### src/rtl/fir_pkg.sv
// Shared width helpers for the parametrised FIR filter (fir_param_pipe).
// Build option FIR_SAT_EN (see fir_out_stage) does not affect anything here.
package fir_pkg;

  function automatic int clog2(input int n);
    int r;
    r = 0;
    for (int v = 1; v < n; v = v * 2) r++;
    return r;
  endfunction

  // Full-precision product width of one tap.
  function automatic int prod_w(input int data_w, input int coef_w);
    return data_w + coef_w;
  endfunction

  // Accumulator width: NTAPS products can never overflow it.
  function automatic int acc_w(input int data_w, input int coef_w, input int ntaps);
    return data_w + coef_w + clog2(ntaps);
  endfunction

  // Coefficients are Q1.(COEF_W-1): drop the fractional bits on output.
  function automatic int frac_sh(input int coef_w);
    return coef_w - 1;
  endfunction

endpackage

### src/rtl/fir_out_stage.sv
// Output scaling: floor-shift of the accumulator, then wrap (default) or
// saturate to DATA_W when the FIR_SAT_EN macro is defined.
module fir_out_stage
  import fir_pkg::*;
#(
  parameter int DATA_W  = 9,
  parameter int ACC_W   = acc_w(9, 9, 5),
  parameter int FRAC_SH = frac_sh(9)
) (
  input  logic signed [ACC_W-1:0]  acc,
  output logic signed [DATA_W-1:0] y
);

`ifdef FIR_SAT_EN
  localparam logic signed [ACC_W-1:0] SAT_HI = ACC_W'((2 ** (DATA_W - 1)) - 1);
  localparam logic signed [ACC_W-1:0] SAT_LO = ACC_W'(-(2 ** (DATA_W - 1)));

  logic signed [ACC_W-1:0] shifted;

  // NOTE: always_comb assigns every output on every path, so no latch is inferred.
  always_comb begin
    shifted = acc >>> FRAC_SH;
    if (shifted > SAT_HI)      y = DATA_W'(SAT_HI);
    else if (shifted < SAT_LO) y = DATA_W'(SAT_LO);
    else                       y = DATA_W'(shifted);
  end
`else
  assign y = DATA_W'(acc >>> FRAC_SH);
`endif

endmodule

### src/rtl/fir_param_pipe.sv
// Pipelined direct-form FIR: delay line -> product regs -> adder + out stage -> DOUT.
// Fixed 2-cycle latency; FIR_SAT_EN selects saturating instead of wrapping output.
module fir_param_pipe
  import fir_pkg::*;
#(
  parameter int NTAPS  = 5,
  parameter int DATA_W = 9,
  parameter int COEF_W = 9,
  localparam int AW    = clog2(NTAPS)
) (
  input  logic                     CLK,
  input  logic                     RST,
  input  logic                     CLR,
  input  logic                     VIN,
  input  logic signed [DATA_W-1:0] DIN,
  input  logic                     COEF_WE,
  input  logic [AW-1:0]            COEF_ADDR,
  input  logic signed [COEF_W-1:0] COEF_DATA,
  output logic                     VOUT,
  output logic signed [DATA_W-1:0] DOUT
);

  localparam int PROD_W  = prod_w(DATA_W, COEF_W);
  localparam int ACC_W   = acc_w(DATA_W, COEF_W, NTAPS);
  localparam int FRAC_SH = frac_sh(COEF_W);

  logic signed [DATA_W-1:0] x [NTAPS];
  logic signed [COEF_W-1:0] b [NTAPS];
  logic signed [PROD_W-1:0] p [NTAPS];
  logic                     v0, v1;
  logic signed [ACC_W-1:0]  acc;
  logic signed [DATA_W-1:0] y;

  for (genvar i = 0; i < NTAPS; i++) begin : g_tap
    if (i == 0) begin : g_head
      always_ff @(posedge CLK) begin
        if (RST || CLR) x[i] <= '0;
        else if (VIN)   x[i] <= DIN;
      end
    end else begin : g_body
      always_ff @(posedge CLK) begin
        if (RST || CLR) x[i] <= '0;
        else if (VIN)   x[i] <= x[i-1];
      end
    end

    // NOTE: the coefficient bank is reset as well, so a fresh filter outputs zeros.
    // Addresses >= NTAPS match no tap and are therefore ignored.
    always_ff @(posedge CLK) begin
      if (RST)                                    b[i] <= '0;
      else if (COEF_WE && COEF_ADDR == AW'(i))   b[i] <= COEF_DATA;
    end

    always_ff @(posedge CLK) begin
      if (RST || CLR) p[i] <= '0;
      else            p[i] <= PROD_W'(x[i]) * PROD_W'(b[i]);
    end
  end

  // NOTE: blocking assignments are correct here: acc is a combinational running sum.
  always_comb begin
    acc = '0;
    for (int i = 0; i < NTAPS; i++) acc = acc + ACC_W'(p[i]);
  end

  fir_out_stage #(
    .DATA_W (DATA_W),
    .ACC_W  (ACC_W),
    .FRAC_SH(FRAC_SH)
  ) u_out_stage (
    .acc(acc),
    .y  (y)
  );

  // Valid pipe {v1,v0}; CLR kills in-flight samples but leaves DOUT untouched.
  always_ff @(posedge CLK) begin
    if (RST) begin
      v0   <= 1'b0;
      v1   <= 1'b0;
      VOUT <= 1'b0;
      DOUT <= '0;
    end else if (CLR) begin
      v0   <= 1'b0;
      v1   <= 1'b0;
      VOUT <= 1'b0;
    end else begin
      v0   <= VIN;
      v1   <= v0;
      VOUT <= v1;
      if (v1) DOUT <= y;
    end
  end

endmodule

### config.mk
export PLATFORM = sky130hd
export DESIGN_NAME = fir_param_pipe
export DESIGN_NICKNAME = d
export VERILOG_FILES = /design/src/rtl/fir_pkg.sv /design/src/rtl/fir_out_stage.sv /design/src/rtl/fir_param_pipe.sv
export SDC_FILE = /design/constraint.sdc
export NUM_CORES = 1
export LEC_CHECK = 0
export CORE_ASPECT_RATIO = 1.2
export CORE_MARGIN = 4
export CORE_UTILIZATION = 37
export CTS_CLUSTER_DIAMETER = 120
export CTS_CLUSTER_SIZE = 24
export DETAILED_ROUTE_END_ITERATION = 10
export GPL_ROUTABILITY_DRIVEN = 0
export PLACE_DENSITY = 0.54
export SKIP_CTS_REPAIR_TIMING = 1
export SLEW_MARGIN = 20
export SYNTH_ARGS = -nofsm -noshare
export SYNTH_HDL_FRONTEND = slang
export SYNTH_HIERARCHICAL = 1
export SYNTH_SLANG_ARGS = --single-unit
### constraint.sdc
create_clock -name CLK -period 5.9 [get_ports CLK]
set_input_delay 1.475 -clock CLK [delete_from_list [all_inputs] [get_ports CLK]]
set_output_delay 1.475 -clock CLK [all_outputs]
set_load 0.01 [all_outputs]
## Word-level counts from Yosys, hierarchy flattened

Memory sizes are Yosys's and may differ from the RTL's.
Index checks and enable logic that the tools add are counted.

- Register bits: 12
- RAM bits: 180
- Memory bits (read-only): 0
- Logic and storage cells: 83
- Bits in latches: 0
- Output and inout bits: 10
- Memories kept: 3

- $lt $le $gt $ge: 0
- Bitwise logic cells: 16
- Multiplexer cells: 38
- Equal/unequal tests: 4
- Reductions and logical operators: 9
- Shift-type cells: 0
- Add/subtract/negate cells: 4
- Divide/modulo/power cells: 0
- Multiply operators: 5

Memories:

| memory | depth | width | rd ports | clocked after Yosys merged registers in | wr ports | line | source |
|---|---|---|---|---|---|---|---|
| p | 5 | 18 | 5 | 0 | 5 | fir_param_pipe.sv:29 | `logic signed [PROD_W-1:0] p [NTAPS];` |
| b | 5 | 9 | 5 | 0 | 5 | fir_param_pipe.sv:28 | `logic signed [COEF_W-1:0] b [NTAPS];` |
| x | 5 | 9 | 5 | 0 | 5 | fir_param_pipe.sv:27 | `logic signed [DATA_W-1:0] x [NTAPS];` |

Operators by type and width:

| operator | number |
|---|---|
| multiplier 9 x 9 -> 18 bit | 5 |
| 2-to-1 mux 18 bit | 5 |
| 2-to-1 mux 9 bit | 10 |
| adder 17 bit | 4 |
| 2-to-1 mux 1 bit | 23 |
| OR 1 bit | 15 |
| == test 3 x 2 -> 1 bit, second input constant | 2 |
| logical AND 1 bit | 5 |
| == test 3 x 1 -> 1 bit, second input constant | 1 |
| == test 3 bit, second input constant | 1 |
| logical NOT 3 bit | 1 |
| AND reduction 2 bit | 1 |
| OR reduction 2 bit | 1 |
| logical OR 1 bit | 1 |
| inverter 1 bit | 1 |

## Logic depth before layout (Yosys ltp)

- Word-level depth: 6
- Mapped depth: 18

## Modules after synthesis

Netlist, hierarchy kept.

By module, submodules not included:

| module | area an instance (um^2) | times used | cells each |
|---|---|---|---|
| fir_param_pipe | 23,421.2 | 1 | 2,379 |
| fir_out_stage | 67.6 | 1 | 9 |

## Worst setup path before layout

OpenSTA, ideal clock, no wires.

- Path type: reg-to-reg
- From: memory x[2][8]
- To: memory p[2][15] in the netlist's numbering
- Required time: 5,768 ps
- Library setup time: 132 ps
- Period minus slack after synthesis: 4,923 ps
- Setup slack: 977 ps
- Arrival: 4,790 ps
- Cell stages (with the launch flop): 18
- Path through: edfxtp_1 -> clkbuf_1 -> nand2_1 -> fa_1 -> inv_1 -> fa_1 -> inv_1 -> fa_1 -> fa_1 -> inv_1 -> fa_1 -> ha_1 -> o21ai_0 -> o21ai_0 -> a31o_2 -> a2111oi_0 -> or3_1 -> a21oi_1

RTL lines:

| what | line |
|---|---|
| start: declaration | fir_param_pipe.sv:27 |
| end: declaration | fir_param_pipe.sv:29 |

==> impl_results.md <==
- Clk_lat worst skew: 0.47 ns
- Critical path, cell by cell: nand2_1 > fa_1 > inv_1 > fa_1 > inv_1 > fa_1 > inv_1 > fa_1 > fa_1 > ha_1 > o21ai_0 > o21ai_0 > a21o_1 > a2111oi_0 > or3_1 > a21oi_1
- CP most frequent cell: fa_1
- Placed cell areas: between 20,000 and 25,000 µm²
- R2r worst-path depth: 16
- Tmin final: around 5.3 ns
- Slew Viols, Final: 0
- DRC errors left: 0
- Cells after Synth: ~2.3k
- Dpl hpwl: about 43 mm
- Mapped cell area: 22,500 µm²
- Core Area: about 60,000 µm²
- CTS clk-pin slew, worst paths: around 0.07 ns
- Mean area per synthesized cell: slightly below 10 µm²
- Pwr Density: 257 nW/µm²
- CTS tree: done
- Hold WS: about 0.43 ns
- # IOs: 36
- Dpl ws: 0.571 ns
- Post-route ant nets: 0
- Setup_tns: 0 ns
- Clock Path Buffers: 2
- Final hold violations: 0
- Worst slew pin tran: 0.973 ns
- Arr. time, crit path: between 5 and 6 ns
- CP max-delay cell: edfxtp_1
- HP Start: v0
- R2R setup slack: approximately 0.56 ns
- Layout cells sized above 1: under 10%
- Grt total ovfl: 0
- Worst Hold End: v1
- Synth-to-layout area growth: 7.31%
- Cts bufs inserted: 17
- Finished Cell Area: 24,100 µm²
- Reg-to-reg endpoint: p[0][15]
- Die Ht: around 280 µm
- Vias: approximately 15k
- Unrepaired setup endpoints after global routing: no
- DRT Pass-1 Iters: 5
- CP peak stage delay: approximately 0.58 ns
- Number of global-route vias before repair: ~16k
- Status: complete, no violations
- Reg-to-reg critical path startpoint: x[0][7]
- Tot Pwr: ~0.0062 W
- Hold Crit Depth: 1
- Slew HR: about a third
- Worst Setup End Kind: flop
- Setup violators final: 0
- Launch point of the worst path: x[0][7]
- Largest net degree at the start of global routing: 71
- First-pass GRT wire length: 85.9 mm
- Leakage dissipation: roughly 12 nW
- Chip width: around 230 µm
- CP required: 6.23 ns
- Worst VDD drop: between 0.15 and 0.2 mV
- H-tree depth: 4
- Net count reported at finish: between 2k and 3k
- Type of the tightest min-delay check: flop to flop
- Final period util: approximately 90%
- Startpoint class of the critical path: flop
- Yosys warnings: 6
- # rows: between 90 and 100
- # port buffers: 35
- DIE AREA: between 60,000 and 70,000 µm²
- WL final: about 53 mm
- Setup ws final: 0.564 ns
- Total track usage: between 10% and 20%
- Worst Path Max Fanout: 10
- Vias per cell: roughly 4.8
- FMAX: 187 MHz
- Initial antenna violation count: 1
- DR WL/cell: 17.2 µm
- # Max-Cap Violations: 0
- DR iter-0 viols: between 700 and 800
- Syn_nets: around 2.9k
- Clk_skew: 0.0163 ns
- CTS Sinks: 187
- Initial cell density of the core: between 30% and 40%
- Clock root buffer master: clkbuf_16
- WS Path Type: flop to flop
==> metal layers <==
layer | wire length [µm] | part of all wire, % | GRT usage, % | vias to the layer above
met1 | 24000 | 46 | 23.3 | 7422
met5 | 0 | 0 | 0 | -
met4 | 568 | 1.1 | 3.33 | 0
li1 | - | - | - | 6863
met2 | 26500 | 51 | 28.8 | 208
met3 | 1470 | 2.8 | 2.06 | 33
==> flip-flops by register name, summed over array words and instances, names as in the netlist <==
register / flops
b: 45
x: 45
v0: 1
p: 85
DOUT: 9
v1: 1
VOUT: 1
==> area by class of cell <==
| cell class | count | area, µm² |
|---|---|---|
| well taps | 800 | 1000 |
| inverters | 460 | 1730 |
| fillers | 5984 | 35700 |
| repair buffers | 46 | 458 |
| flip-flops and latches | 187 | 4640 |
| multi-input cells | 1527 | 15700 |
| clock inverters | 14 | 136 |
| clock buffers | 18 | 429 |
| diodes | 3 | 7.51 |
==> critical path, delay by kind of cell (launching register included) <==
kind,cells,cell delay [ns]
DFF,1,0.58
buffers and inverters,3,0.16
AOI/OAI and AO/OA,5,1.38
and+or+nand+nor,2,0.32
adders and majority gates,6,2.79
==> worst max-delay path by stage <==
stage	slack, ns	end	cells after the start
global placement	0.68	p[0][15]	14
floorplan	0.99	p[2][15]	17
CTS	0.55	p[0][15]	16
detailed placement	0.57	p[0][15]	16
finish	0.56	p[0][15]	16
global route	0.11	p[0][15]	16
==> through the flow <==
step / cells / utilization, %
after floorplan: 2271 / -
after global placement: 3019 / 39.3
after detailed placement: 3019 / 39.3
after CTS: 3051 / 40.3
after global routing: 3052 / 40.3
final: 3055 / 40.3
==> placed cells by master, fill, tap and decap left out, types with 21 or more instances in the layout <==
master / n
and2_1: 234
and3_1: 50
nor2b_1: 44
ha_1: 208
a21oi_1: 44
fa_1: 400
xor2_1: 21
o21ai_0: 38
inv_1: 460
dfxtp_1: 97
edfxtp_1: 90
nor2_1: 83
nand2_1: 239
clkdlybuf4s50_1: 35
==> report_power, final <==
group,internal [W],switching (W),total (W),leakage [nW]
clock network,0.000557,0.000582,0.00114,0.273
logic,0.00145,0.00194,0.00340,9.88
registers,0.00150,0.000167,0.00167,1.75
No activity file was read; power rests on OpenSTA's default activity.
